**src/rtl/outbuffer_loader.sv**
```systemverilog
// Streams a byte source into the output buffer one bit per MCLK, MSB first, as a boot or user image.
// Optional LOADER_TIMEOUT_EN: abandon a load when WAITBYTE sees no byte for TIMEOUT_CYCLES cycles.
//
// state    | meaning
// IDLE     | waiting for LOADSTART
// WAITBYTE | BYTEREADY high, waiting for the next source byte
// SHIFT    | writing the captured byte, one bit per cycle
// DONE     | one-cycle LOADDONE pulse
module outbuffer_loader #(
  parameter int TIMEOUT_CYCLES = 65536
) (
  input  logic        MCLK,
  input  logic        nRESET,
  input  logic        BITWIDTH4,
  input  logic        LOADSTART,
  input  logic        LOADTYPE,
  input  logic        ABORT,
  input  logic [7:0]  BYTEIN,
  input  logic        BYTEVALID,
  output logic        BYTEREADY,
  output logic        nOUTBUFWRCLKEN,
  output logic [14:0] OUTBUFWRADDR,
  output logic        OUTBUFWRDATA,
  output logic        LOADBUSY,
  output logic        LOADDONE,
  output logic        LOADERR
);

  localparam logic [1:0] S_IDLE  = 2'd0;
  localparam logic [1:0] S_WAIT  = 2'd1;
  localparam logic [1:0] S_SHIFT = 2'd2;
  localparam logic [1:0] S_DONE  = 2'd3;

  logic [1:0]  state_q, state_d;
  logic [14:0] addr_q, addr_d;
  logic [12:0] remain_q, remain_d;
  logic [7:0]  byte_q, byte_d;
  logic [2:0]  bitcnt_q, bitcnt_d;
  logic        emit;

`ifdef LOADER_TIMEOUT_EN
  localparam int TW = (TIMEOUT_CYCLES > 1) ? $clog2(TIMEOUT_CYCLES) : 1;
  logic [TW-1:0] tmo_q, tmo_d;
  logic          err_q, err_d;
`endif

  // The address only advances when another bit follows, so the idle value is the last address written.
  assign emit = (state_q == S_SHIFT) && (remain_q != 13'd0);

  always_comb begin
    state_d  = state_q;
    addr_d   = addr_q;
    remain_d = remain_q;
    byte_d   = byte_q;
    bitcnt_d = bitcnt_q;
`ifdef LOADER_TIMEOUT_EN
    tmo_d    = tmo_q;
    err_d    = 1'b0;
`endif
    case (state_q)
      S_IDLE: begin
        if (LOADSTART) begin
          if (LOADTYPE) begin
            addr_d   = BITWIDTH4 ? 15'd28672 : 15'd14336;
            remain_d = BITWIDTH4 ? 13'd2336 : 13'd1168;
          end else begin
            addr_d   = 15'd0;
            remain_d = BITWIDTH4 ? 13'd7708 : 13'd3854;
          end
          state_d = S_WAIT;
`ifdef LOADER_TIMEOUT_EN
          tmo_d = TW'(TIMEOUT_CYCLES - 1);
`endif
        end
      end
      S_WAIT: begin
        if (BYTEVALID) begin
          byte_d   = BYTEIN;
          bitcnt_d = 3'd0;
          state_d  = S_SHIFT;
`ifdef LOADER_TIMEOUT_EN
        end else if (tmo_q == '0) begin
          state_d = S_IDLE;
          err_d   = 1'b1;
        end else begin
          tmo_d = tmo_q - 1'b1;
`endif
        end
      end
      S_SHIFT: begin
        if (emit) begin
          remain_d = remain_q - 13'd1;
          byte_d   = {byte_q[6:0], 1'b0};
          bitcnt_d = bitcnt_q + 3'd1;
          if (remain_q == 13'd1) begin
            state_d = S_DONE;
          end else begin
            addr_d = addr_q + 15'd1;
            if (bitcnt_q == 3'd7) begin
              state_d = S_WAIT;
`ifdef LOADER_TIMEOUT_EN
              tmo_d = TW'(TIMEOUT_CYCLES - 1);
`endif
            end
          end
        end else begin
          state_d = S_DONE;
        end
      end
      default: state_d = S_IDLE;
    endcase
    if (ABORT) begin
      state_d  = S_IDLE;
      addr_d   = addr_q;
      remain_d = 13'd0;
`ifdef LOADER_TIMEOUT_EN
      err_d    = 1'b0;
`endif
    end
  end

  always_ff @(posedge MCLK or negedge nRESET) begin
    if (!nRESET) begin
      state_q  <= S_IDLE;
      addr_q   <= 15'd0;
      remain_q <= 13'd0;
      byte_q   <= 8'd0;
      bitcnt_q <= 3'd0;
`ifdef LOADER_TIMEOUT_EN
      tmo_q    <= '0;
      err_q    <= 1'b0;
`endif
    end else begin
      state_q  <= state_d;
      addr_q   <= addr_d;
      remain_q <= remain_d;
      byte_q   <= byte_d;
      bitcnt_q <= bitcnt_d;
`ifdef LOADER_TIMEOUT_EN
      tmo_q    <= tmo_d;
      err_q    <= err_d;
`endif
    end
  end

  assign BYTEREADY      = (state_q == S_WAIT);
  assign nOUTBUFWRCLKEN = ~emit;
  assign OUTBUFWRADDR   = addr_q;
  assign OUTBUFWRDATA   = emit & byte_q[7];
  assign LOADBUSY       = (state_q != S_IDLE);
  assign LOADDONE       = (state_q == S_DONE);
`ifdef LOADER_TIMEOUT_EN
  assign LOADERR        = err_q;
`else
  assign LOADERR        = 1'b0;
`endif

endmodule

```
**config.mk**
```make
export PLATFORM = sky130hd
export DESIGN_NAME = outbuffer_loader
export DESIGN_NICKNAME = d
export VERILOG_FILES = /design/src/rtl/outbuffer_loader.sv
export SDC_FILE = /design/constraint.sdc
export NUM_CORES = 1
export LEC_CHECK = 0
export CAP_MARGIN = 15
export CORE_MARGIN = 2
export CORE_UTILIZATION = 44
export DETAILED_ROUTE_END_ITERATION = 12
export MAX_ROUTING_LAYER = met4
export PLACE_DENSITY = 0.68
export SLEW_MARGIN = 40
export SYNTH_ARGS = -nofsm -noshare
export SYNTH_HDL_FRONTEND = slang
export SYNTH_SLANG_ARGS = --single-unit
```
**constraint.sdc**
```tcl
create_clock -name MCLK -period 3.3 [get_ports MCLK]
set_input_delay 0.495 -clock MCLK [delete_from_list [all_inputs] [get_ports MCLK]]
set_output_delay 0.495 -clock MCLK [all_outputs]
set_load 0.005 [all_outputs]
```
==> results of run 1 <==
[registers in the layout, summed over array words and instances, names as in the netlist]
signal	flops
state_q	2
bitcnt_q	3
byte_q	8
remain_q	13
OUTBUFWRADDR	15
[stage by stage]
| stage | utilization (%) | setup slack [ps] | hold slack (ps) | area [sq um] | cells |
|---|---|---|---|---|---|
| global route | 54.67 | 380.7 | 220.2 | 3010 | 390 |
| global placement | 52.60 | 864.3 | 484.4 | 2897 | 383 |
| detailed placement | 52.65 | 823.9 | 488.7 | 2899 | 383 |
| CTS | 54.53 | 503.7 | 193.1 | 3003 | 390 |
| finish | 54.67 | 513.0 | 159.5 | 3010 | 390 |
| floorplan | - | 1382 | 199.4 | 2517 | 285 |
[cells by family (layout without fill, tap and decap cells)]
kind of cell,count (synthesis),after routing,synth area share (%)
and+or+nand+nor,129,129,26.44
AOI/OAI and AO/OA,76,76,21.22
xor gates and xnor gates,4,4,1.392
buffers and inverters,24,57,5.069
other,1,1,0.1490
DFF,41,41,40.76
adders and majority gates,10,10,4.970
[metal layers]
metal	wire length [microns]	global-route usage [%]	vias up
met5	0	-	-
met4	72	6.897	0
met3	263	3.733	6
met2	2795	30.59	58
met1	2959	31.25	1112
li1	-	-	1100
[critical path, delay by kind of cell (launching register included)]
kind	cells	cell delay, ps
adder cells (fa/ha/maj)	1	220
buffers and inverters	3	720
AND/OR/NAND/NOR	3	610
flip-flops	1	450
[power groups by stage]
| stage | clock [mW] | combinational [mW] | sequential, mW |
|---|---|---|---|
| after floorplan | 0 | 0.281 | 0.673 |
| after global placement | 0 | 0.407 | 0.690 |
| after detailed placement | 0 | 0.413 | 0.692 |
| after CTS | 0.409 | 0.414 | 0.683 |
| after global routing | 0.432 | 0.467 | 0.700 |
| final | 0.397 | 0.413 | 0.684 |
[synth_stat cells (6+ instances only)]
cell,n
sky130_fd_sc_hd__a21oi_1,14
sky130_fd_sc_hd__inv_1,11
sky130_fd_sc_hd__nor2_1,32
sky130_fd_sc_hd__a31oi_1,13
sky130_fd_sc_hd__dfrtp_1,41
sky130_fd_sc_hd__nand3_1,15
sky130_fd_sc_hd__nand2_1,39
sky130_fd_sc_hd__o21ai_0,13
sky130_fd_sc_hd__ha_1,10
sky130_fd_sc_hd__or4_1,6
sky130_fd_sc_hd__o31ai_1,8
[worst max-delay path by stage]
stage / endpoint / cells after the start
CTS: nOUTBUFWRCLKEN / 7
finish: nOUTBUFWRCLKEN / 7
floorplan: OUTBUFWRADDR[10] / 8
global route: nOUTBUFWRCLKEN / 7
detailed placement: OUTBUFWRADDR[10] / 5
global placement: nOUTBUFWRCLKEN / 7
[layout make-up]
| type | instances | area [sq um] |
|---|---|---|
| repair buffers | 39 | 375.4 |
| clock buffers | 5 | 68.82 |
| inverters | 11 | 41.29 |
| flip-flops and latches | 41 | 1026 |
| fillers | 514 | 2496 |
| multi-input cells | 220 | 1374 |
| clock inverters | 2 | 35.03 |
| well taps | 72 | 90.09 |
==> flow_metrics.py, run 1 <==
metrics = {
    "synth": {
        "synth_top_area_cell": "sky130_fd_sc_hd__dfrtp_1",
        "yosys_most_used_dff": "sky130_fd_sc_hd__dfrtp_1",
        "netlist_area_before_placement_sq_mm": 0.002517,
        "postSynthRegisterBits": 41,
        "synth_area_leaders": "sky130_fd_sc_hd__dfrtp_1 (41%), sky130_fd_sc_hd__nand2_1 (5.8%), sky130_fd_sc_hd__ha_1 (5.0%)",
        "post_synth_arst_share_pct": 100.0,
        "synth.net_count": 310,
        "synth_enable_flop_cells": 0,
        "synth_cells": 285,
        "number_of_warnings_printed_during_yosys_synthesis": 0,
        "top_area_cell_type_share_of_the_netlist_area_pct": 40.76,
        "postSynthAreaPerCell_sq_um": 8.833,
        "cell_variety_after_synth": 49,
        "fraction_of_the_yosys_area_taken_by_sequential_cells_pct": 40.76,
    },
    "place": {
        "port_buffers": 34,
        "hpwl_microns": 4326,
        "rd_place_congestion": 0.8415,
    },
    "power_and_ir_drop": {
        "seqPwrFrac_pct": 45.8,
        "worst_ir_drop_vdd_uv": 260.3,
        "power.total_mw": 1.494,
        "power.internal_mw": 1.007,
        "sw_frac_of_total_pct": 32.58,
        "power.share.clock_pct": 26.6,
        "leakage_power_nw": 1.287,
        "power_per_cell_area_mw_per_mm2": 496.3,
        "power_switching_uw": 486.8,
        "pwr-share-comb_pct": 27.7,
    },
    "critical_path": {
        "critPathMaxStageDelay_ps": 480,
        "regToRegEndpoint": "OUTBUFWRADDR[14]",
        "critical_path_peak_fanout": 7,
        "critPathLaunch": "remain_q[0]",
        "worstPathArrival_ps": 2290,
        "crit_path_category": "reg -> out",
        "crit_path_top_delay_cell": "sky130_fd_sc_hd__clkdlybuf4s50_1",
        "reg2reg_slack_ps": 1090,
        "worstRegToRegCells": 5,
        "dominant_cell_type_by_count_on_the_critical_path": "sky130_fd_sc_hd__inv_1",
        "type_of_element_capturing_the_critical_path": "output port",
        "worstSetupStartpointType": "register",
        "required_ps": 2800,
        "path_cells": "inv_1 -> ha_1 -> nor2b_1 -> and4_1 -> nor2_1 -> inv_1 -> clkdlybuf4s50_1",
        "r2r_start": "remain_q[9]",
    },
    "clocking": {
        "clock-sinks": 41,
        "postCtsHoldBufs": 0,
        "clkSlewWorstSetupHoldPaths_ps": 80,
        "post_cts_resize_count": 0,
        "tritoncts": "done",
        "post_cts.repair.setup_buffers": 0,
        "numCtsBuffers": 5,
        "htreeDepth": 2,
        "cts_root_buf": "sky130_fd_sc_hd__clkbuf_8",
        "cts_max_path_buffers": 2,
        "worst_skew_pair.late_latency_ps": 300,
    },
    "layout": {
        "layout-drive-gt1-share_pct": 8.176,
        "nets": 343,
        "mostFrequentLayoutCell": "sky130_fd_sc_hd__dfrtp_1",
        "layout.cells.most_common_list": "sky130_fd_sc_hd__dfrtp_1 (41), sky130_fd_sc_hd__nand2_1 (39), sky130_fd_sc_hd__clkdlybuf4s50_1 (33), sky130_fd_sc_hd__nor2_1 (32), sky130_fd_sc_hd__nand3_1 (15)",
        "antenna_cells_inserted": 0,
        "flow.area_growth_from_synthesis_pct": 19.58,
    },
    "die": {
        "initial_utilization_pct": 45.72,
        "die_area_sq_mm": 0.006343,
        "io-pin-count": 36,
        "die_x_microns": 79.64,
        "die_height_microns": 79.64,
        "floorplan.core_area_sq_mm": 0.005507,
        "core_rows": 27,
    },
    "drt": {
        "drt_iter0_markers": 174,
        "wl_per_cell_microns": 15.62,
        "dr_total_vias": 2276,
        "vias_per_cell": 5.836,
        "drt.antenna.violating_nets": 0,
        "detailedRoute.firstPassIterationCount": 4,
        "finalWirelength_microns": 6090,
        "drc_violations": 0,
    },
    "timing": {
        "timing.setup.tns_ps": 0,
        "max-slew-margin-rel_pct": 64.25,
        "finalHoldViolations": 0,
        "rsz0062_at_grt": "no",
        "timing.final.crit_period_ps": 2787,
        "final.period_utilization_pct": 84.45,
        "tightestPinTransition_ps": 536.2,
        "final_setup_vio_count": 0,
        "finalClockSkew_ps": 7.718,
        "maxSlewViolCount": 0,
        "max_clock_freq_mhz": 358.8,
    },
    "hold_path": {
        "timing.hold.worst.class": "in -> async",
    },
    "global_routing": {
        "antenna_found_initial": 0,
        "globalRouteTotalUtil_pct": 21.55,
        "grt.overflow.total": 0,
        "grt_max_degree": 42,
        "grt_first_pass_wirelength_microns": 10400,
        "first_global_vias": 2100,
    },
    "flow_run": {
        "timing.max_cap.violations": 0,
    },
    "outcome": {
        "status": "finished, final reports clean",
    },
}
(Power assumes the default switching activity.)
==> run 2, diff against run 1 <==
Clock period 3.3 ns to 2.92 ns, I/O delays scaled along.
==> flow_metrics.py, run 2 (synthesis gave the netlist of run 1 again) <==
metrics = {
    "outcome": {
        "status": "finished, final reports clean",
    },
    "die": {
        "floorplan.core_area_sq_mm": 0.005507,
        "io-pin-count": 36,
        "die_height_microns": 79.64,
        "core_rows": 27,
        "die_x_microns": 79.64,
        "die_area_sq_mm": 0.006343,
        "initial_utilization_pct": 45.72,
    },
    "power_and_ir_drop": {
        "leakage_power_nw": 1.281,
        "pwr-share-comb_pct": 28.9,
        "power_per_cell_area_mw_per_mm2": 538.6,
        "power_switching_uw": 561.5,
        "power.share.clock_pct": 23.3,
        "power.internal_mw": 1.057,
        "worst_ir_drop_vdd_uv": 329.9,
        "sw_frac_of_total_pct": 34.69,
        "seqPwrFrac_pct": 47.7,
    },
    "clocking": {
        "htreeDepth": 2,
        "post_cts_resize_count": 0,
        "numCtsBuffers": 5,
        "worst_skew_pair.late_latency_ps": 300,
        "cts_root_buf": "sky130_fd_sc_hd__clkbuf_8",
        "clock-sinks": 41,
        "cts_max_path_buffers": 2,
        "post_cts.repair.setup_buffers": 0,
        "tritoncts": "done",
        "clkSlewWorstSetupHoldPaths_ps": 90,
        "postCtsHoldBufs": 0,
    },
    "layout": {
        "layout-drive-gt1-share_pct": 9.034,
        "number_of_flip_flops_under_the_largest_register_name": 15,
        "flow.area_growth_from_synthesis_pct": 19.38,
        "layout.cells.most_common_list": "sky130_fd_sc_hd__dfrtp_1 (41), sky130_fd_sc_hd__nand2_1 (39), sky130_fd_sc_hd__clkdlybuf4s50_1 (33), sky130_fd_sc_hd__nor2_1 (32), sky130_fd_sc_hd__nand3_1 (15)",
        "final_util_pct": 54.58,
        "fill_cells": 518,
        "design_area_sq_mm": 0.003005,
        "nets": 345,
        "mostFrequentLayoutCell": "sky130_fd_sc_hd__dfrtp_1",
        "antenna_cells_inserted": 0,
    },
    "timing": {
        "rsz0062_at_grt": "no",
        "finalClockSkew_ps": 8.124,
        "maxSlewViolCount": 0,
        "timing.setup.tns_ps": 0,
        "max-slew-margin-rel_pct": 45.24,
        "setup_slack_of_the_critical_path_after_layout_ps": 206.9,
        "final_setup_vio_count": 0,
        "timing.final.crit_period_ps": 2713,
        "final.period_utilization_pct": 92.91,
        "finalHoldViolations": 0,
        "max_clock_freq_mhz": 368.6,
        "tightestPinTransition_ps": 821.4,
    },
    "global_routing": {
        "grt_first_pass_wirelength_microns": 10640,
        "grt_max_degree": 42,
        "antenna_found_initial": 0,
        "grt.overflow.total": 0,
        "first_global_vias": 2197,
        "globalRouteTotalUtil_pct": 21.57,
    },
    "critical_path": {
        "worstSetupStartpointType": "register",
        "reg2reg_slack_ps": 520,
        "required_ps": 2480,
        "path_cells": "nor4_4 -> and4_1 -> nor2_1 -> inv_1 -> clkdlybuf4s50_1",
        "critPathMaxStageDelay_ps": 530,
        "critical_path_peak_fanout": 7,
        "crit_path_top_delay_cell": "sky130_fd_sc_hd__clkdlybuf4s50_1",
        "type_of_element_capturing_the_critical_path": "output port",
        "crit_path_category": "reg -> out",
        "worstPathArrival_ps": 2280,
    },
    "drt": {
        "drc_violations": 0,
        "wl_per_cell_microns": 15.64,
        "drt_iter0_markers": 208,
        "detailedRoute.firstPassIterationCount": 4,
        "drt.antenna.violating_nets": 0,
        "dr_total_vias": 2291,
        "finalWirelength_microns": 6148,
        "vias_per_cell": 5.830,
    },
    "place": {
        "placement.cell_area_sq_mm": 0.002918,
        "dp_slack_ps": 527.1,
        "port_buffers": 34,
        "hpwl_microns": 4395,
        "rd_place_congestion": 0.8651,
    },
    "hold_path": {
        "timing.hold.worst.class": "in -> async",
    },
    "flow_run": {
        "timing.max_cap.violations": 0,
    },
}
-- run 2: routing by layer --
metal | vias up | wire length [microns] | GRT usage, %
met3 | 11 | 254 | 3.167
met1 | 1103 | 2954 | 29.84
met2 | 68 | 2844 | 32.61
met4 | 0 | 94 | 7.241
li1 | 1109 | - | -
met5 | - | 0 | -
-- run 2: cell type report --
class	instances	area [sq um]	area share [%]
Timing Repair Buffer	41	390.4	12.99
Clock buffer	6	72.57	2.415
Tap cell	72	90.09	2.998
Inverter	11	41.29	1.374
Clock inverter	2	15.01	0.4996
Sequential cell	41	1026	34.14
Multi-Input combinational cell	220	1370	45.59
-- run 2: final timing paths --
check	from	endpoint	cells past startpoint
worst max-delay path	remain_q[9]	nOUTBUFWRCLKEN	5
worst min-delay path	nRESET	OUTBUFWRADDR[11]	1
worst max register to register	remain_q[9]	OUTBUFWRADDR[14]	5
worst min register to register	bitcnt_q[0]	bitcnt_q[0]	1
max in group asynchronous	nRESET	OUTBUFWRADDR[7]	1
min in group MCLK	bitcnt_q[0]	bitcnt_q[0]	1
-- run 2: power by group through the flow --
stage	sequential [mW]	combinational, mW	clock [mW]
after floorplan	0.761	0.317	0
after global placement	0.778	0.461	0
after global routing	0.791	0.530	0.412
final	0.773	0.468	0.378
after detailed placement	0.782	0.467	0
after CTS	0.771	0.469	0.386
-- run 2: metrics by stage --
step           hold slack (ps)  instances  total power [mW]
2_1_floorplan            142.4        285             1.078
3_3_place_gp             478.9        385             1.239
3_5_place_dp             459.6        385             1.249
4_1_cts                  125.3        393             1.627
5_1_grt                  154.8        393             1.733
6_report                 109.1        393             1.619
-- run 2: worst max-delay path: cells and delay by family, from the launching register on --
kind	cells	cell delay, ps
buffers and inverters	2	690
and+or+nand+nor	3	840
DFF	1	450
